--- src/rtl/mux_arb_pkg.sv ---
// Shared types and defaults for the 2:1 round-robin channel arbiter.
//   arb_state_t   : arbiter FSM states (IDLE, GRANT0, GRANT1)
//   ARB_WIDTH     : default data width
//   ARB_MAX_BURST : default beats per grant tenure (legal 1..15)
//   state_to_gnt  : one-hot grant vector for a state
//   idx_to_state  : grant state for a requester index
package mux_arb_pkg;

    localparam int ARB_WIDTH     = 8;
    localparam int ARB_MAX_BURST = 4;

    typedef enum logic [1:0] {
        IDLE   = 2'd0,
        GRANT0 = 2'd1,
        GRANT1 = 2'd2
    } arb_state_t;

    function automatic logic [1:0] state_to_gnt(input arb_state_t s);
        logic [1:0] g;
        case (s)
            GRANT0:  g = 2'b01;
            GRANT1:  g = 2'b10;
            default: g = 2'b00;
        endcase
        return g;
    endfunction

    function automatic arb_state_t idx_to_state(input logic idx);
        arb_state_t s;
        if (idx) begin
            s = GRANT1;
        end else begin
            s = GRANT0;
        end
        return s;
    endfunction

endpackage

--- src/rtl/mux_21_bus.sv ---
// WIDTH-wide 2:1 data multiplexer feeding the arbiter's output register.
//   sel     : selects mux_in1 when high, mux_in0 when low
//   mux_in0 : requester 0 data
//   mux_in1 : requester 1 data
//   mux_out : selected data
module mux_21_bus #(
    parameter int WIDTH = 8
) (
    input  logic             sel,
    input  logic [WIDTH-1:0] mux_in0,
    input  logic [WIDTH-1:0] mux_in1,
    output logic [WIDTH-1:0] mux_out
);

    // Plain select between the two requester buses.
    always_comb begin
        if (sel) begin
            mux_out = mux_in1;
        end else begin
            mux_out = mux_in0;
        end
    end

endmodule

--- src/rtl/mux_21_arbiter.sv ---
// Round-robin arbiter/sequencer for a shared 2:1 multiplexed channel with a
// burst cap for fairness and a registered valid/ready output stage.
//   clk, rst_n          : clock, synchronous active-low reset
//   req[1:0]            : requester k has a beat on data_ink
//   data_in0, data_in1  : requester data
//   ack[1:0]            : requester k's beat is consumed this cycle (comb.)
//   gnt[1:0]            : registered one-hot grant, 00 when idle
//   sel                 : mux select, index of current/last grant holder
//   out_data, out_valid : registered output beat
//   out_ready           : downstream accepts when out_valid && out_ready
module mux_21_arbiter
    import mux_arb_pkg::*;
#(
    parameter int WIDTH     = ARB_WIDTH,
    parameter int MAX_BURST = ARB_MAX_BURST
) (
    input  logic             clk,
    input  logic             rst_n,
    input  logic [1:0]       req,
    input  logic [WIDTH-1:0] data_in0,
    input  logic [WIDTH-1:0] data_in1,
    output logic [1:0]       ack,
    output logic [1:0]       gnt,
    output logic             sel,
    output logic [WIDTH-1:0] out_data,
    output logic             out_valid,
    input  logic             out_ready
);

    localparam int               CNT_W    = $clog2(MAX_BURST + 1);
    localparam logic [CNT_W-1:0] CNT_LAST = CNT_W'(MAX_BURST - 1);

    arb_state_t       r_state;
    arb_state_t       w_next_state;
    logic [1:0]       r_gnt;
    logic             r_sel;
    logic             w_next_sel;
    logic [CNT_W-1:0] r_cnt;
    logic [CNT_W-1:0] w_next_cnt;
    logic             r_last;
    logic             w_next_last;
    logic [WIDTH-1:0] r_out_data;
    logic             r_out_valid;
    logic [WIDTH-1:0] w_mux_out;
    logic             w_slot_free;
    logic [1:0]       w_ack;
    logic             w_accept;
    logic             w_cur_idx;
    logic             w_own_req;
    logic             w_other_req;
    logic             w_cap;
    logic             w_release;

    mux_21_bus #(.WIDTH(WIDTH)) u_bus (
        .sel     (r_sel),
        .mux_in0 (data_in0),
        .mux_in1 (data_in1),
        .mux_out (w_mux_out)
    );

    // Handshake: ack needs the grant, a live request and room in the output
    // register. Masked by rst_n so nothing is consumed in a reset cycle.
    always_comb begin
        w_slot_free = !r_out_valid || out_ready;
        w_ack       = r_gnt & req & {2{w_slot_free}} & {2{rst_n}};
        w_accept    = |w_ack;
        w_cur_idx   = (r_state == GRANT1);
        w_own_req   = w_cur_idx ? req[1] : req[0];
        w_other_req = w_cur_idx ? req[0] : req[1];
        w_cap       = w_accept && (r_cnt == CNT_LAST);
        w_release   = !w_own_req || w_cap;
    end

    // Next state, burst counter and round-robin pointer.
    always_comb begin
        w_next_state = r_state;
        w_next_cnt   = r_cnt;
        w_next_last  = r_last;
        case (r_state)
            IDLE: begin
                case (req)
                    2'b01:   w_next_state = GRANT0;
                    2'b10:   w_next_state = GRANT1;
                    // Tie goes to whoever did not hold the channel last.
                    2'b11:   w_next_state = r_last ? GRANT0 : GRANT1;
                    default: w_next_state = IDLE;
                endcase
            end
            GRANT0, GRANT1: begin
                if (w_release) begin
                    w_next_last = w_cur_idx;
                    w_next_cnt  = '0;
                    if (w_other_req) begin
                        w_next_state = idx_to_state(!w_cur_idx);
                    end else if (w_cap && w_own_req) begin
                        // Lone requester hit the cap: fresh tenure, no bubble.
                        w_next_state = r_state;
                    end else begin
                        w_next_state = IDLE;
                    end
                end else if (w_accept) begin
                    w_next_cnt = r_cnt + CNT_W'(1);
                end else begin
                    w_next_cnt = r_cnt;
                end
            end
            default: begin
                w_next_state = IDLE;
                w_next_cnt   = '0;
            end
        endcase
    end

    // Select follows the next holder and keeps its value through IDLE.
    always_comb begin
        case (w_next_state)
            GRANT0:  w_next_sel = 1'b0;
            GRANT1:  w_next_sel = 1'b1;
            default: w_next_sel = r_sel;
        endcase
    end

    // State, grant, select, counter, pointer and output beat registers.
    always_ff @(posedge clk) begin
        if (!rst_n) begin
            r_state     <= IDLE;
            r_gnt       <= 2'b00;
            r_sel       <= 1'b0;
            r_cnt       <= '0;
            r_last      <= 1'b1;
            r_out_data  <= '0;
            r_out_valid <= 1'b0;
        end else begin
            r_state <= w_next_state;
            r_gnt   <= state_to_gnt(w_next_state);
            r_sel   <= w_next_sel;
            r_cnt   <= w_next_cnt;
            r_last  <= w_next_last;
            if (w_accept) begin
                r_out_data  <= w_mux_out;
                r_out_valid <= 1'b1;
            end else if (out_ready && r_out_valid) begin
                r_out_valid <= 1'b0;
            end
        end
    end

    assign ack       = w_ack;
    assign gnt       = r_gnt;
    assign sel       = r_sel;
    assign out_data  = r_out_data;
    assign out_valid = r_out_valid;

endmodule
--- config.mk ---
export PLATFORM = sky130hd
export DESIGN_NAME = mux_21_arbiter
export DESIGN_NICKNAME = d
export VERILOG_FILES = /design/src/rtl/mux_arb_pkg.sv /design/src/rtl/mux_21_bus.sv /design/src/rtl/mux_21_arbiter.sv
export SDC_FILE = /design/constraint.sdc
export NUM_CORES = 1
export LEC_CHECK = 0
export BUFFER_PORTS_ARGS = -buffer_cell sky130_fd_sc_hd__buf_2
export CAP_MARGIN = 10
export CORE_AREA = 2 2 48 61
export DETAILED_ROUTE_END_ITERATION = 10
export DIE_AREA = 0 0 50 63
export PLACE_DENSITY = 0.83
export SYNTH_ARGS = -nofsm -noshare
export SYNTH_HDL_FRONTEND = slang
export SYNTH_SLANG_ARGS = --single-unit
--- constraint.sdc ---
create_clock -name clk -period 2.2 [get_ports clk]
set_clock_uncertainty 0.15 [all_clocks]
set_input_delay 0.33 -clock clk [delete_from_list [all_inputs] [get_ports clk]]
set_output_delay 0.33 -clock clk [all_outputs]
set_load 0.1 [all_outputs]
=== Yosys cells after proc, flatten, opt, wreduce, memory -nomap -nowiden ===
Index checks and enable logic that the tools add are counted.

* Register bits after elaboration: 18
* Bits in latches: 0
* RAM bits: 0
* Memory bits (read-only): 0
* Input port bits: 21
* Output and inout port bits: 14
* Logic and storage cells: 52
* Memories: 0

* $add $sub $neg: 1
* $mul: 0
* Div/mod/pow operators: 0
* Order comparisons: 0
* Eq/ne operators: 9
* Shifts and indexed selects: 0
* Muxes and demuxes: 17
* Bitwise gates (word level): 4
* Reduce and logical (&&, ||, !) cells: 14

{| class="wikitable"
|+ Operators with widths
! cell !! count
|-
| $mux 2 || 5
|-
| $eq 2x2->1 const B || 4
|-
| $mux 8 || 1
|-
| $pmux 2 s2 || 2
|-
| $and 2x2->2 || 3
|-
| $eq 2x1->1 const B || 3
|-
| $mux 3 || 2
|-
| $pmux 2 s3 || 1
|-
| $pmux 3 s2 || 1
|-
| $mux 1 || 4
|-
| $reduce_and 2->1 || 2
|-
| $reduce_bool 2->1 || 2
|-
| $reduce_or 2->1 || 2
|-
| $add 3x1->3 const B || 1
|-
| $eq 3x2->1 const B || 1
|-
| $logic_and 1x1->1 || 3
|-
| $ne 3x3->1 const B || 1
|-
| $logic_not 1->1 || 2
|-
| $logic_not 2->1 || 1
|-
| $logic_or 1x1->1 || 2
|-
| $pmux 1 s2 || 1
|-
| $not 1->1 || 1
|}

=== Longest topological paths before layout ===
* Depth after elaboration: 13
* Mapped depth: 10
* Depth with buffers taken out: 9

=== By module ===
A second synthesis with hierarchy kept.

* Cell total of the unflattened synthesis: 117
* Area, all modules: 1159.9 um^2

{| class="wikitable"
|+ Modules (own cells, without submodules)
! module !! times used !! cells an instance !! area an instance (um^2)
|-
| mux_21_arbiter || 1 || 108 || 1028.5
|-
| mux_21_bus || 1 || 9 || 131.4
|}

=== Worst setup path before layout ===
OpenSTA, ideal clock, no wires.

* Path type: reg-to-output
* From: reg r_gnt[0] (netlist: gnt[0])
* To: out ack[0]
* Arrival: 3188 ps
* Required time: 1720 ps
* Setup slack: -1468 ps
* Stages on the path, launching flop included: 3
* Buffers on the path: 0
* Cells stage by stage: dfxtp_1 nand2_1 nor3_1

* Longest elaborated chain between the ends: 3

{| class="wikitable"
|+ RTL lines
! element !! line !! source
|-
| start: declaration || mux_21_arbiter.sv:35 || <nowiki>logic [1:0] r_gnt;</nowiki>
|-
| start signal: assignment || mux_21_arbiter.sv:135 || <nowiki>r_gnt <= state_to_gnt(w_next_state);</nowiki>
|-
| $and 2x2->2 (3 in series) || mux_21_arbiter.sv:65 || <nowiki>w_ack = r_gnt & req & {2{w_slot_free}} & {2{rst_n}};</nowiki>
|-
| end: declaration || mux_21_arbiter.sv:22 || <nowiki>output logic [1:0] ack,</nowiki>
|}

No other way between the ends.

=== Worst setup path after layout ===
* From: reg r_cnt[1]
* To: reg r_sel (netlist: sel)

* Longest elaborated chain between the ends: 9

{| class="wikitable"
|+ RTL lines
! element !! line !! source
|-
| start: declaration || mux_21_arbiter.sv:38 || <nowiki>logic [CNT_W-1:0] r_cnt;</nowiki>
|-
| start signal: assignment || mux_21_arbiter.sv:137 || <nowiki>r_cnt <= w_next_cnt;</nowiki>
|-
| $eq 3x2->1 * || mux_21_arbiter.sv:70 || <nowiki>w_cap = w_accept && (r_cnt == CNT_LAST);</nowiki>
|-
| $logic_and 1x1->1 * || mux_21_arbiter.sv:70 ||
|-
| $logic_and 1x1->1 || mux_21_arbiter.sv:95 || <nowiki>end else if (w_cap && w_own_req) begin</nowiki>
|-
| $mux 2 || mux_21_arbiter.sv:95 ||
|-
| $mux 2 || mux_21_arbiter.sv:93 || <nowiki>if (w_other_req) begin</nowiki>
|-
| $mux 2 * || mux_21_arbiter.sv:90 || <nowiki>if (w_release) begin</nowiki>
|-
| $pmux 2 s2 * || mux_21_arbiter.sv:79 || <nowiki>case (r_state)</nowiki>
|-
| via w_next_state[1] || mux_21_arbiter.sv:34 || <nowiki>arb_state_t w_next_state;</nowiki>
|-
| $eq 2x2->1 or $eq 2x1->1 (tied branches) || mux_21_arbiter.sv:116 || <nowiki>case (w_next_state)</nowiki>
|-
| $pmux 1 s2 or $reduce_bool 2->1 (tied branches) || - ||
|-
| end signal: assignment || mux_21_arbiter.sv:136 || <nowiki>r_sel <= w_next_sel;</nowiki>
|-
| end: declaration || mux_21_arbiter.sv:36 || <nowiki>logic r_sel;</nowiki>
|}

Mark *: on every way through the listed nets, which the timed path passes. The rest lies on a longest branch.
A chain may end at the register's enable or synchronous reset.

==> flow_metrics.py <==
metrics = {
    "sta": {
        "timing.final.crit_share_pct": 99.24,
        "fmax_mhz": 458.0,
        "relSlewSlack_pct": 67.61,
        "setup_violations": 0,
        "worst_pin_slew_ns": 0.4892,
        "finalHoldViolCount": 0,
        "rsz0062_at_grt": "yes",
        "slew_viol_final": 0,
        "fin_crit_ns": 2.183,
    },
    "synth": {
        "yosysWarningCount": 0,
        "ys_seq_elements": 18,
        "synth_area_sq_um": 1120,
        "ys_seq_area_share_pct": 32.18,
        "syn_avg_cell_area_sq_um": 9.332,
        "yosysUniqueCellTypes": 35,
        "syn_inst": 120,
        "syn_nets": 148,
    },
    "min_path": {
        "min_to": "r_last$_SDFFE_PN1P_",
        "min_path_cells": 2,
        "worstHoldStart": "rst_n",
        "hold_class": "input pin to register",
    },
    "routing": {
        "routedWlPerCell_microns": 13.87,
        "antenna_left": 0,
        "drt_pass1_iterations": 4,
        "num_vias": 1057,
        "drt_iter0_drc": 12,
        "routed_wl_mm": 2.733,
        "drc": 0,
        "viasPerCell": 5.365,
    },
    "pwr": {
        "cellPowerDensity_nw_per_um2": 625.8,
        "power_leakage_uw": 0.0006094,
        "vdd_drop_max_uv": 538.9,
        "fin_total_pwr_uw": 980.4,
    },
    "critical_path": {
        "cpLargestDelayFamily": "adder cells",
        "critical_path.endpoint_type": "register",
        "critPathMaxStageDelay_ns": 0.36,
        "critPathKind": "register to register",
        "critPathRequiredTime_ns": 2.25,
        "critical_path_buf_inv_count": 0,
        "critPathArrivalTime_ns": 2.23,
        "slowest_stage": "dfxtp_1",
        "reg2reg_from": "r_cnt[1]$_SDFFE_PN0P_",
        "path_cells": "ha_4 > ha_4 > and2_4 > a311oi_4 > nand2_2 > a31oi_1 > ha_1 > mux2i_1 > nor2_1",
        "regToRegSetupSlack_ns": 0.02,
        "r2r_cells": 9,
        "crit_top_cell": "ha_4",
        "reg2reg_to": "sel$_SDFFE_PN0P_",
        "cp-start-kind": "register",
        "critPathMaxFanout": 3,
    },
    "grt": {
        "antenna_found_initial": 0,
        "track_usage_pct": 17.93,
        "grt_max_degree": 17,
        "grt_first_pass_wirelength_mm": 4.422,
        "grt_pass1_vias": 1034,
        "overflow": 0,
    },
    "place": {
        "placed_cell_area_sq_um": 1421,
        "post-dp-hpwl_mm": 2.069,
        "io_buffers": 34,
        "gp_congestion": 0.9019,
    },
    "clock_network": {
        "ctsHoldBuffers": 0,
        "clock_latency_ns": 0.30,
        "cts_tree": "done",
        "ctsRootBufferMaster": "clkbuf_4",
        "cts_buffer_depth": 2,
        "cts_sinks": 18,
        "cts_buffers": 3,
        "h-tree-depth": 1,
        "clk_pin_slew_ns": 0.11,
    },
    "floorplanning": {
        "ioPinCount": 35,
        "dieArea_sq_um": 3150,
        "start_util_pct": 43.05,
        "core_sq_um": 2601,
        "die_y_microns": 63,
        "die_w_microns": 50,
        "core.rowCount": 21,
    },
    "finish": {
        "area_delta_synth_final_pct": 39.89,
        "diodes": 0,
        "fillers": 234,
        "multiInputGateArea_sq_um": 794.5,
        "nNetsFinal": 192,
        "final_design_area_no_fill_sq_um": 1567,
        "fin_util_pct": 60.22,
        "drive_above_1_share_pct": 50.31,
        "seqCellArea_sq_um": 372.9,
    },
    "flow_run": {
        "cap_violations": 0,
    },
    "outcome": {
        "status": "finished clean",
    },
}
[layout make-up]
class,count,area share [%]
Inverter,6,1.438
Clock buffer,4,2.316
Timing Repair Buffer,46,19.01
Sequential cell,18,23.80
Multi-Input combinational cell,89,50.72
Tap cell,34,2.716
[cells in the mapped netlist, drive strengths merged]
library cell / number / area [sq um]
a211oi: 9 / 77.57
a21boi: 1 / 7.510
a21oi: 4 / 23.77
a22o: 1 / 10.01
a22oi: 1 / 12.51
a311o: 1 / 10.01
a311oi: 1 / 26.28
a31o: 1 / 8.760
a31oi: 3 / 18.77
and2: 3 / 18.77
buf: 5 / 52.55
clkbuf: 2 / 7.510
dfxtp: 18 / 360.4
ha: 7 / 87.58
inv: 6 / 22.52
mux2: 1 / 11.26
mux2i: 13 / 142.6
nand2: 10 / 40.04
nand2b: 5 / 31.28
nand3: 4 / 20.02
nand4: 2 / 12.51
nor2: 10 / 37.54
nor2b: 3 / 18.77
nor3: 4 / 31.28
nor4: 1 / 6.260
o21ai: 2 / 10.01
o22ai: 1 / 6.260
o31ai: 1 / 7.510
[where the power goes]
part           switching [uW]  internal (uW)  leakage (uW)
registers                17.4            350      0.000150
logic                     258            144      0.000439
clock network             109            101     0.0000210
[worst reg2reg max path, delay by kind of cell (launching register included)]
kind,cells,cell delay (ns)
compound gates,2,0.53
fa+ha+maj,3,0.59
flops,1,0.36
mux,1,0.14
simple gates,3,0.33
[routing by layer]
metal / wire length [microns] / global-route usage [%] / vias to the layer above
li1: - / - / 516
met4: 85 / 7.986 / 0
met3: 124 / 3.349 / 8
met5: 0 / 0 / -
met1: 1102 / 21.10 / 491
met2: 1421 / 30.76 / 42
[how the worst max path moves through the flow]
stage | cells after the start | start | slack (ns) | to
global route | 10 | r_state[1]$_SDFF_PN0_ | -0.03 | sel$_SDFFE_PN0P_
finish | 9 | r_cnt[1]$_SDFFE_PN0P_ | 0.02 | sel$_SDFFE_PN0P_
floorplan | 7 | gnt[1]$_SDFF_PN0_ | 0.02 | sel$_SDFFE_PN0P_
CTS | 9 | r_state[0]$_SDFF_PN0_ | 0.007 | sel$_SDFFE_PN0P_
detailed placement | 10 | r_state[1]$_SDFF_PN0_ | -0.05 | sel$_SDFFE_PN0P_
global placement | 10 | r_state[1]$_SDFF_PN0_ | 0.008 | sel$_SDFFE_PN0P_
[per-stage QoR]
step / setup TNS, ns / instances / hold slack, ns / worst slack, ns
floorplan: 0 / 120 / 0.2847 / 0.02388
global placement: 0 / 192 / 0.2972 / 0.008364
detailed placement: -0.05423 / 192 / 0.3047 / -0.05423
CTS: 0 / 196 / 0.1475 / 0.007372
global route: -0.03247 / 197 / 0.1666 / -0.03247
finish: 0 / 197 / 0.1627 / 0.01681
[cell usage in the layout, fill, tap and decap left out, types with 2 or more instances in the layout]
cell / n
nor3_4: 3
a211oi_1: 6
nand3_1: 3
clkbuf_4: 3
a211oi_2: 3
and2_1: 2
buf_2: 32
mux2i_1: 12
nor2b_1: 2
dfxtp_2: 4
dfxtp_1: 12
ha_4: 4
nand2_1: 8
ha_1: 3
a31oi_1: 3
nor2_1: 10
inv_2: 4
buf_6: 2
nand4_1: 2
a21oi_1: 3
dfxtp_4: 2
buf_4: 10
nand2b_1: 5
nand2_2: 2
o21ai_0: 2
buf_12: 2
inv_1: 2
[flip-flops by register name, indices dropped and copies added, names as in the netlist]
signal     flops
gnt            2
r_cnt          3
out_data       8
r_last         1
sel            1
out_valid      1
r_state        2
[cell families (layout without fill, tap and decap cells)]
| family | after synthesis | after routing | synth area share (%) |
|---|---|---|---|
| AOI/OAI and AO/OA | 26 | 26 | 19.55 |
| adders and majority gates | 7 | 7 | 7.821 |
| buffers and inverters | 13 | 56 | 7.374 |
| DFF | 18 | 18 | 32.18 |
| muxes | 14 | 14 | 13.74 |
| and+or+nand+nor | 42 | 42 | 19.33 |
[repair_timing]
action,CTS,global route
endpoints found under the setup margin,1,2
resized for setup,6,17
pin swaps,1,8
setup buffers,0,1
Note: power is estimated with default switching activity, not from simulation.
